===== src/rtl/fetch_unit_if.sv =====
// rtl/fetch_unit_if.sv - fetch-to-core instruction handshake and redirect bus
//
// Ports (signals):
//   out_valid      fetch -> core  out_instr/out_pc hold a valid instruction
//   out_instr      fetch -> core  fetched instruction
//   out_pc         fetch -> core  address of out_instr
//   out_ready      core -> fetch  core accepts the instruction this cycle
//   redirect_valid core -> fetch  branch/jump request
//   redirect_pc    core -> fetch  new program counter
// Modports: master (fetch unit side), slave (core side).
interface fetch_unit_if #(
    parameter int ADDR_W  = 8,
    parameter int INSTR_W = 16
);
    logic               out_valid;
    logic [INSTR_W-1:0] out_instr;
    logic [ADDR_W-1:0]  out_pc;
    logic               out_ready;
    logic               redirect_valid;
    logic [ADDR_W-1:0]  redirect_pc;

    modport master (
        output out_valid,
        output out_instr,
        output out_pc,
        input  out_ready,
        input  redirect_valid,
        input  redirect_pc
    );

    modport slave (
        input  out_valid,
        input  out_instr,
        input  out_pc,
        output out_ready,
        output redirect_valid,
        output redirect_pc
    );
endinterface


===== src/rtl/fetch_unit.sv =====
// rtl/fetch_unit.sv - instruction fetch stage with PC, program memory, redirect and halt
//
// Ports:
//   clk        in   clock, all state updates on rising edge
//   rst_n      in   synchronous active-low reset
//   prog_we    in   program-memory write enable
//   prog_addr  in   program-memory write address
//   prog_data  in   program-memory write data
//   start      in   begin fetching from PC 0 (IDLE only)
//   halted     out  fetch unit has stopped on a HALT opcode
//   bus        fetch_unit_if.master: out_valid/out_instr/out_pc/out_ready,
//              redirect_valid/redirect_pc
module fetch_unit #(
    parameter int         ADDR_W  = 8,
    parameter int         INSTR_W = 16,
    parameter logic [3:0] HALT_OP = 4'hF
) (
    input  logic               clk,
    input  logic               rst_n,
    input  logic               prog_we,
    input  logic [ADDR_W-1:0]  prog_addr,
    input  logic [INSTR_W-1:0] prog_data,
    input  logic               start,
    output logic               halted,
    fetch_unit_if.master       bus
);
    localparam int DEPTH = 1 << ADDR_W;

    typedef enum logic [1:0] {
        IDLE = 2'd0,
        RUN  = 2'd1,
        HALT = 2'd2
    } state_t;

    state_t state;
    state_t state_next;

    logic [INSTR_W-1:0] mem [DEPTH];
    logic [ADDR_W-1:0]  pc;
    logic [INSTR_W-1:0] fetch_instr;
    logic               fetch_is_halt;

    logic               do_redirect;
    logic               do_load;

    logic               out_valid_q;
    logic [INSTR_W-1:0] out_instr_q;
    logic [ADDR_W-1:0]  out_pc_q;

    // Program memory: no reset so the program survives a core reset.
    // Reads are combinational, so a same-cycle write is seen only next cycle.
    always_ff @(posedge clk) begin
        if (prog_we) begin
            mem[prog_addr] <= prog_data;
        end
    end

    assign fetch_instr   = mem[pc];
    assign fetch_is_halt = (fetch_instr[INSTR_W-1 -: 4] == HALT_OP);

    // State register
    always_ff @(posedge clk) begin
        if (!rst_n) begin
            state <= IDLE;
        end else begin
            state <= state_next;
        end
    end

    // Next-state logic
    always_comb begin
        state_next = state;
        case (state)
            IDLE: if (start) state_next = RUN;
            RUN:  if (do_load && fetch_is_halt) state_next = HALT;
            HALT: state_next = HALT;
            default: state_next = IDLE;
        endcase
    end

    // Output / control decode. Redirect outranks both a load and a halt.
    always_comb begin
        do_redirect = 1'b0;
        do_load     = 1'b0;
        halted      = 1'b0;
        case (state)
            RUN: begin
                do_redirect = bus.redirect_valid;
                do_load     = !bus.redirect_valid && (!out_valid_q || bus.out_ready);
            end
            HALT: halted = 1'b1;
            default: ;
        endcase
    end

    // Program counter and output register
    always_ff @(posedge clk) begin
        if (!rst_n) begin
            pc          <= '0;
            out_valid_q <= 1'b0;
            out_instr_q <= '0;
            out_pc_q    <= '0;
        end else if (do_redirect) begin
            pc          <= bus.redirect_pc;
            out_valid_q <= 1'b0;
        end else if (do_load) begin
            out_valid_q <= 1'b1;
            out_instr_q <= fetch_instr;
            out_pc_q    <= pc;
            // The halt instruction keeps pc pointing at itself.
            if (!fetch_is_halt) begin
                pc <= pc + ADDR_W'(1);
            end
        end else if (out_valid_q && bus.out_ready) begin
            out_valid_q <= 1'b0;
        end
    end

    assign bus.out_valid = out_valid_q;
    assign bus.out_instr = out_instr_q;
    assign bus.out_pc    = out_pc_q;
endmodule


===== src/flat_wrapper.sv =====
// flat-port wrapper written by rule: the top's interface ports become plain ports
module fetch_unit_flat 
#(
    parameter int         ADDR_W  = 8,
    parameter int         INSTR_W = 16,
    parameter logic [3:0] HALT_OP = 4'hF
)
  (clk, rst_n, prog_we, prog_addr, prog_data, start, halted, bus_out_valid, bus_out_instr, bus_out_pc, bus_out_ready, bus_redirect_valid, bus_redirect_pc);
  fetch_unit_if #(.ADDR_W(ADDR_W), .INSTR_W(INSTR_W)) bus_i ();
  input  logic clk;
  input  logic rst_n;
  input  logic prog_we;
  input  logic [ADDR_W-1:0] prog_addr;
  input  logic [INSTR_W-1:0] prog_data;
  input  logic start;
  output logic halted;
  output wire logic [$bits(bus_i.out_valid)-1:0] bus_out_valid;
  output wire logic [$bits(bus_i.out_instr)-1:0] bus_out_instr;
  output wire logic [$bits(bus_i.out_pc)-1:0] bus_out_pc;
  input wire logic [$bits(bus_i.out_ready)-1:0] bus_out_ready;
  input wire logic [$bits(bus_i.redirect_valid)-1:0] bus_redirect_valid;
  input wire logic [$bits(bus_i.redirect_pc)-1:0] bus_redirect_pc;
  assign bus_out_valid = bus_i.out_valid;
  assign bus_out_instr = bus_i.out_instr;
  assign bus_out_pc = bus_i.out_pc;
  assign bus_i.out_ready = bus_out_ready;
  assign bus_i.redirect_valid = bus_redirect_valid;
  assign bus_i.redirect_pc = bus_redirect_pc;
  fetch_unit #(.ADDR_W(ADDR_W), .INSTR_W(INSTR_W), .HALT_OP(HALT_OP)) u_core (.clk(clk), .rst_n(rst_n), .prog_we(prog_we), .prog_addr(prog_addr), .prog_data(prog_data), .start(start), .halted(halted), .bus(bus_i));
endmodule

===== config.mk =====
export PLATFORM = sky130hd
export DESIGN_NAME = fetch_unit_flat
export DESIGN_NICKNAME = d
export VERILOG_FILES = /design/src/rtl/fetch_unit_if.sv /design/src/rtl/fetch_unit.sv /design/src/flat_wrapper.sv
export SDC_FILE = /design/constraint.sdc
export NUM_CORES = 2
export LEC_CHECK = 0
export CAP_MARGIN = 20
export CORE_AREA = 2 2 623 439
export CTS_CLUSTER_SIZE = 8
export DETAILED_ROUTE_END_ITERATION = 8
export DIE_AREA = 0 0 625 441
export GPL_ROUTABILITY_DRIVEN = 0
export PLACE_DENSITY_LB_ADDON = 0.1
export SLEW_MARGIN = 40
export SYNTH_ARGS = -nofsm -noshare
export SYNTH_HDL_FRONTEND = slang
export SYNTH_SLANG_ARGS = --single-unit

===== constraint.sdc =====
create_clock -name clk -period 4.77 [get_ports clk]
set_input_delay 0.954 -clock clk [delete_from_list [all_inputs] [get_ports clk]]
set_output_delay 0.954 -clock clk [all_outputs]
set_load 0.05 [all_outputs]

# Word level (Yosys, flattened, before mapping)
# Memories as Yosys holds them, arrays and structs flattened. A register that Yosys moved wholly into a read port is not among the register bits.
# Cells that the tools add are included.
[totals] register_bits=35 latchBits=0 mem_bits_rw=4096 rom_bits=0 in_bits=38 output_inout_bits=26 memories=1
[mem_list] name="u_core.mem" depth=256 word_bits=16 read_ports=1 rd_clocked_by_memory_dff=1 wr=1 line_no="fetch_unit.sv:38" rtl="logic [INSTR_W-1:0] mem [DEPTH];"
[op_classes] n_addsub=1 n_mul=0 div_mod_pow=0 n_lt_le_gt_ge=0 n_eq_ne=6 n_shift=0 muxes=15 n_bitwise=2 reduce_logical=13
[ops] operator="$mux 8" n=5
[ops] operator="$add 8x1->8 const B" n=1
[ops] operator="$mux 1" n=7
[ops] operator="$pmux 2 s3" n=1
[ops] operator="$reduce_and 2->1" n=3
[ops] operator="$eq 4x4->1 const B" n=1
[ops] operator="$mux 2" n=2
[ops] operator="$ne 2x2->1 const B" n=2
[ops] operator="$reduce_bool 2->1" n=2
[ops] operator="$logic_and 1x1->1" n=3
[ops] operator="$eq 2x1->1 const B" n=1
[ops] operator="$eq 2x2->1 const B" n=1
[ops] operator="$logic_not 1->1" n=2
[ops] operator="$logic_not 2->1" n=1
[ops] operator="$ne 2x1->1 const B" n=1
[ops] operator="$not 1->1" n=2
[ops] operator="$reduce_or 2->1" n=1
[ops] operator="$logic_or 1x1->1" n=1

# Depth between registers and ports, before layout
[depth] word_depth=8 mapped_depth=14 mapped_depth_nobuf=9

# Worst setup path after synthesis
# OpenSTA, ideal clock, no wires.
[synth_timing] path_type="register to register" startpoint="reg (tool-made name)" endpoint="reg u_core.out_instr_q[0], in the netlist u_core.bus.out_instr[0]" arrival_time_ns=3.578 t_required_ns=4.656 path_slack_ns=1.078 stages_incl_launch_ff=12 n_path_buf=6 synth_period_minus_slack_ns=3.692 path_cell_list="dfxtp_1 -> buf_2 -> buf_2 -> buf_2 -> clkbuf_1 -> clkbuf_1 -> buf_2 -> mux4_2 -> mux4_2 -> mux4_2 -> nand2_1 -> nand2_1"
[synth_rtl] item="end signal, assigned" line_no="fetch_unit.sv:108" rtl="out_instr_q <= fetch_instr;"
[synth_rtl] item="end, declared" line_no="fetch_unit.sv:47" rtl="logic [INSTR_W-1:0] out_instr_q;"

==> impl_metrics.env <==
export IMPL_max_stage_delay_ns=0.81
export IMPL_cts_buffer_depth=4
export IMPL_ys_flop_type="edfxtp_1"
export IMPL_hpwl_mm=256.5
export IMPL_cts_sinks=4139
export IMPL_cp_cell_sequence="and2_1, a22oi_1, a21oi_1, buf_4, and4b_1, a22oi_1, nand2_1, buf_4, o41ai_2, buf_4, nor2b_1, nor3_1"
export IMPL_required_ns=5.53
export IMPL_grt_max_degree=145
export IMPL_synth_edff_count=4096
export IMPL_clock_root_buffer="clkbuf_16"
export IMPL_slowest_stage="dfxtp_4"
export IMPL_worstMarginPinSlew_ns=0.9811
export IMPL_start_util_pct=58.73
export IMPL_post_drt_wl_per_cell_um=38.83
export IMPL_rows=160
export IMPL_path_buf_inv=3
export IMPL_place_inst=10410
export IMPL_vias=78480
export IMPL_fin_crit_ns=4.775
export IMPL_synth_top_cells_by_count="4096 x edfxtp_1, 1236 x mux4_2, 289 x nor2_1"
export IMPL_crit_path_start_kind="register"
export IMPL_finalCritPeriodShare_pct=100.1
export IMPL_synth_top_area_cell="edfxtp_1"
export IMPL_grt_overflow=0
export IMPL_cp_common_cell="buf_4"
export IMPL_synth_warnings=0
export IMPL_ctsHoldBuffers=0
export IMPL_antenna_left=0
export IMPL_drive_gt1_share_pct=33.83
export IMPL_synth_seq_cells=4139
export IMPL_irDropWorstVdd_mv=0.3797
export IMPL_finish_utilization_pct=67.93
export IMPL_clk_latency_ns=0.93
export IMPL_violations="setup timing"
export IMPL_run_status="finished, violations left"
export IMPL_hold_violations=0
export IMPL_yosysUniqueCellTypes=61
export IMPL_coreArea_mm2=0.2701
export IMPL_wl_mm=432.0
export IMPL_fill_cells=16350
export IMPL_antenna_found_initial=43
export IMPL_finalClockSkew_ns=0.04379
export IMPL_pre_cts_slack_ns=0.06523
export IMPL_vias_per_cell=7.055
export IMPL_hold_class="in2reg"
export IMPL_setup_violations_final=1
export IMPL_powerDensity_mw_per_mm2=514.1
export IMPL_p_leak_uw=0.05628
export IMPL_synth_area_top_cells="edfxtp_1 78%, mux4_2 18%, nor2_1 0.68%"
export IMPL_power_uw=94310
export IMPL_syn2layout_area_growth_pct=15.66
export IMPL_async_flop_share_pct=0
export IMPL_die_w_um=625
export IMPL_worstPathArrival_ns=5.54
export IMPL_critical_path_max_fanout=32
export IMPL_cp_end_kind="register"
export IMPL_grt_pass1_wl_mm=602.0
export IMPL_syn_inst=6636
export IMPL_cts_buffers=591
export IMPL_cp_top_family="compound AO/OA/AOI/OAI gates"
export IMPL_drv_cap=0
export IMPL_tritoncts="done"
export IMPL_drtIter0Drc=12300
export IMPL_ctsHtreeMaxLevel=6
export IMPL_first_pass_iters=6
export IMPL_rsz0062_at_grt="false"
export IMPL_placed_area_mm2=0.1673
export IMPL_drv_slew=0
export IMPL_final_cell_area_mm2=0.1834
export IMPL_grt_use_total_pct=31.69
export IMPL_worstSetupPathType="reg2reg"
export IMPL_setup_ws_ns=-0.004739
export IMPL_syn_nets=6678
export IMPL_slew_headroom_pct=34.59
export IMPL_ioPinCount=64
export IMPL_ys_seq_area_share_pct=78.09
export IMPL_grt_pass1_vias=76640
export IMPL_drc_errors=0
export IMPL_synthMostInstantiatedCell="edfxtp_1"
export IMPL_port_buffers=63
export IMPL_clkTransAtPathRegs_ns=0.05
export IMPL_fin_cells=11120
export IMPL_netlist_area_leader_share_pct=77.55
export IMPL_finalNetCount=7492
export IMPL_avgSynthCellArea_um2=23.90
export IMPL_die_h_um=441
export IMPL_syn_area_mm2=0.1586
export IMPL_max_freq_mhz=209.4
export IMPL_dieArea_mm2=0.2756
-- flip-flops by register name, summed over array words and instances (netlist names), named ones only --
signal,flops
u_core.bus.out_instr,16
u_core.bus.out_pc,8
u_core.bus.out_valid,1
u_core.mem,4096
u_core.pc,8
u_core.state,2
-- through the flow --
step	hold WS (ns)	setup TNS [ns]
2_1_floorplan	0.4406	0
3_3_place_gp	0.4535	-0.3726
3_5_place_dp	0.4566	0
4_1_cts	0.3664	0
5_1_grt	0.3917	0
6_report	0.4134	-0.004739
-- worst paths after layout --
check	slack (ns)	cells past startpoint	end	startpoint
worst max-delay path	-0.005	12	u_core.state[0]	register
worst min-delay path	0.41	1	u_core.mem[110][11]	prog_data[11]
worst max register to register	-0.005	12	u_core.state[0]	register
worst min register to register	0.46	2	u_core.bus.out_instr[15]	u_core.bus.out_instr[15]
-- repair_timing --
item                                    CTS  global route
setup buffers                             0             1
gates resized for setup                   0             1
endpoints found under the setup margin    0             6
-- power breakdown --
| part | total, uW | internal [uW] | switching, uW |
|---|---|---|---|
| registers | 40500 | 40200 | 299 |
| clock network | 36800 | 22600 | 14300 |
| logic | 17000 | 7580 | 9380 |
| total | 94300 | 70400 | 23900 |
-- cells in the final DEF (no fill, tap or decap), types with 9 or more instances in the layout --
| cell | synthesis | final |
|---|---|---|
| clkbuf_1 | 193 | 40 |
| clkdlybuf4s50_1 | 0 | 45 |
| nand2b_1 | 9 | 9 |
| o22ai_1 | 12 | 12 |
| clkinv_8 | 0 | 12 |
| buf_12 | 0 | 90 |
| mux4_2 | 1236 | 1236 |
| dfxtp_1 | 43 | 36 |
| inv_6 | 0 | 16 |
| buf_4 | 23 | 432 |
| a22oi_1 | 79 | 79 |
| a31oi_1 | 18 | 18 |
| o21ai_0 | 10 | 9 |
| edfxtp_1 | 4096 | 4096 |
| mux2i_1 | 95 | 95 |
| nor2_1 | 289 | 204 |
| clkbuf_16 | 0 | 613 |
| nand3_2 | 0 | 9 |
| clkbuf_8 | 0 | 12 |
| nor2_2 | 0 | 85 |
| nand3_1 | 60 | 51 |
| nand4_1 | 14 | 14 |
| nor2b_1 | 24 | 23 |
| nand2_1 | 102 | 99 |
| a21oi_1 | 49 | 49 |
| diode_2 | 0 | 19 |
-- cell type report --
class	count	area (um^2)	share of cell area, %
sequential	4139	123900	67.53
multi-input combinational	2117	33220	18.11
clock buffer	653	15490	8.444
timing repair buffer	593	5934	3.235
tap	3564	4459	2.431
clock inverter	31	382.9	0.2087
antenna	19	47.55	0.02592
inverter	8	30.03	0.01637
-- cells by family (layout without fill, tap and decap cells) --
logic type | Yosys count | in the layout | synth area share [%]
buffers and inverters | 380 | 1285 | 1.148
adders and majority gates | 4 | 4 | 0.03156
xor gates and xnor gates | 1 | 1 | 0.005523
other | 0 | 19 | 0
DFF | 4139 | 4139 | 78.09
muxes | 1338 | 1338 | 18.20
and+or+nand+nor | 553 | 553 | 1.547
AOI/OAI and AO/OA | 221 | 221 | 0.9751
-- metal layers --
metal	global-route usage, %	vias up	routed length, um
met4	10.20	16	14450
met3	8.658	689	55730
li1	-	30040	-
met2	44.87	5568	190400
met5	0	-	112
met1	48.73	42160	171300
-- worst register-to-register path, cell delays in order, from the launching register on --
cell and delay [ns]:
dfxtp_4 0.81, and2_1 0.84, a22oi_1 0.23, a21oi_1 0.53
buf_4 0.25, and4b_1 0.20, a22oi_1 0.39, nand2_1 0.20
buf_4 0.19, o41ai_2 0.57, buf_4 0.23, nor2b_1 0.12
nor3_1 0.05
(Power assumes the default switching activity.)
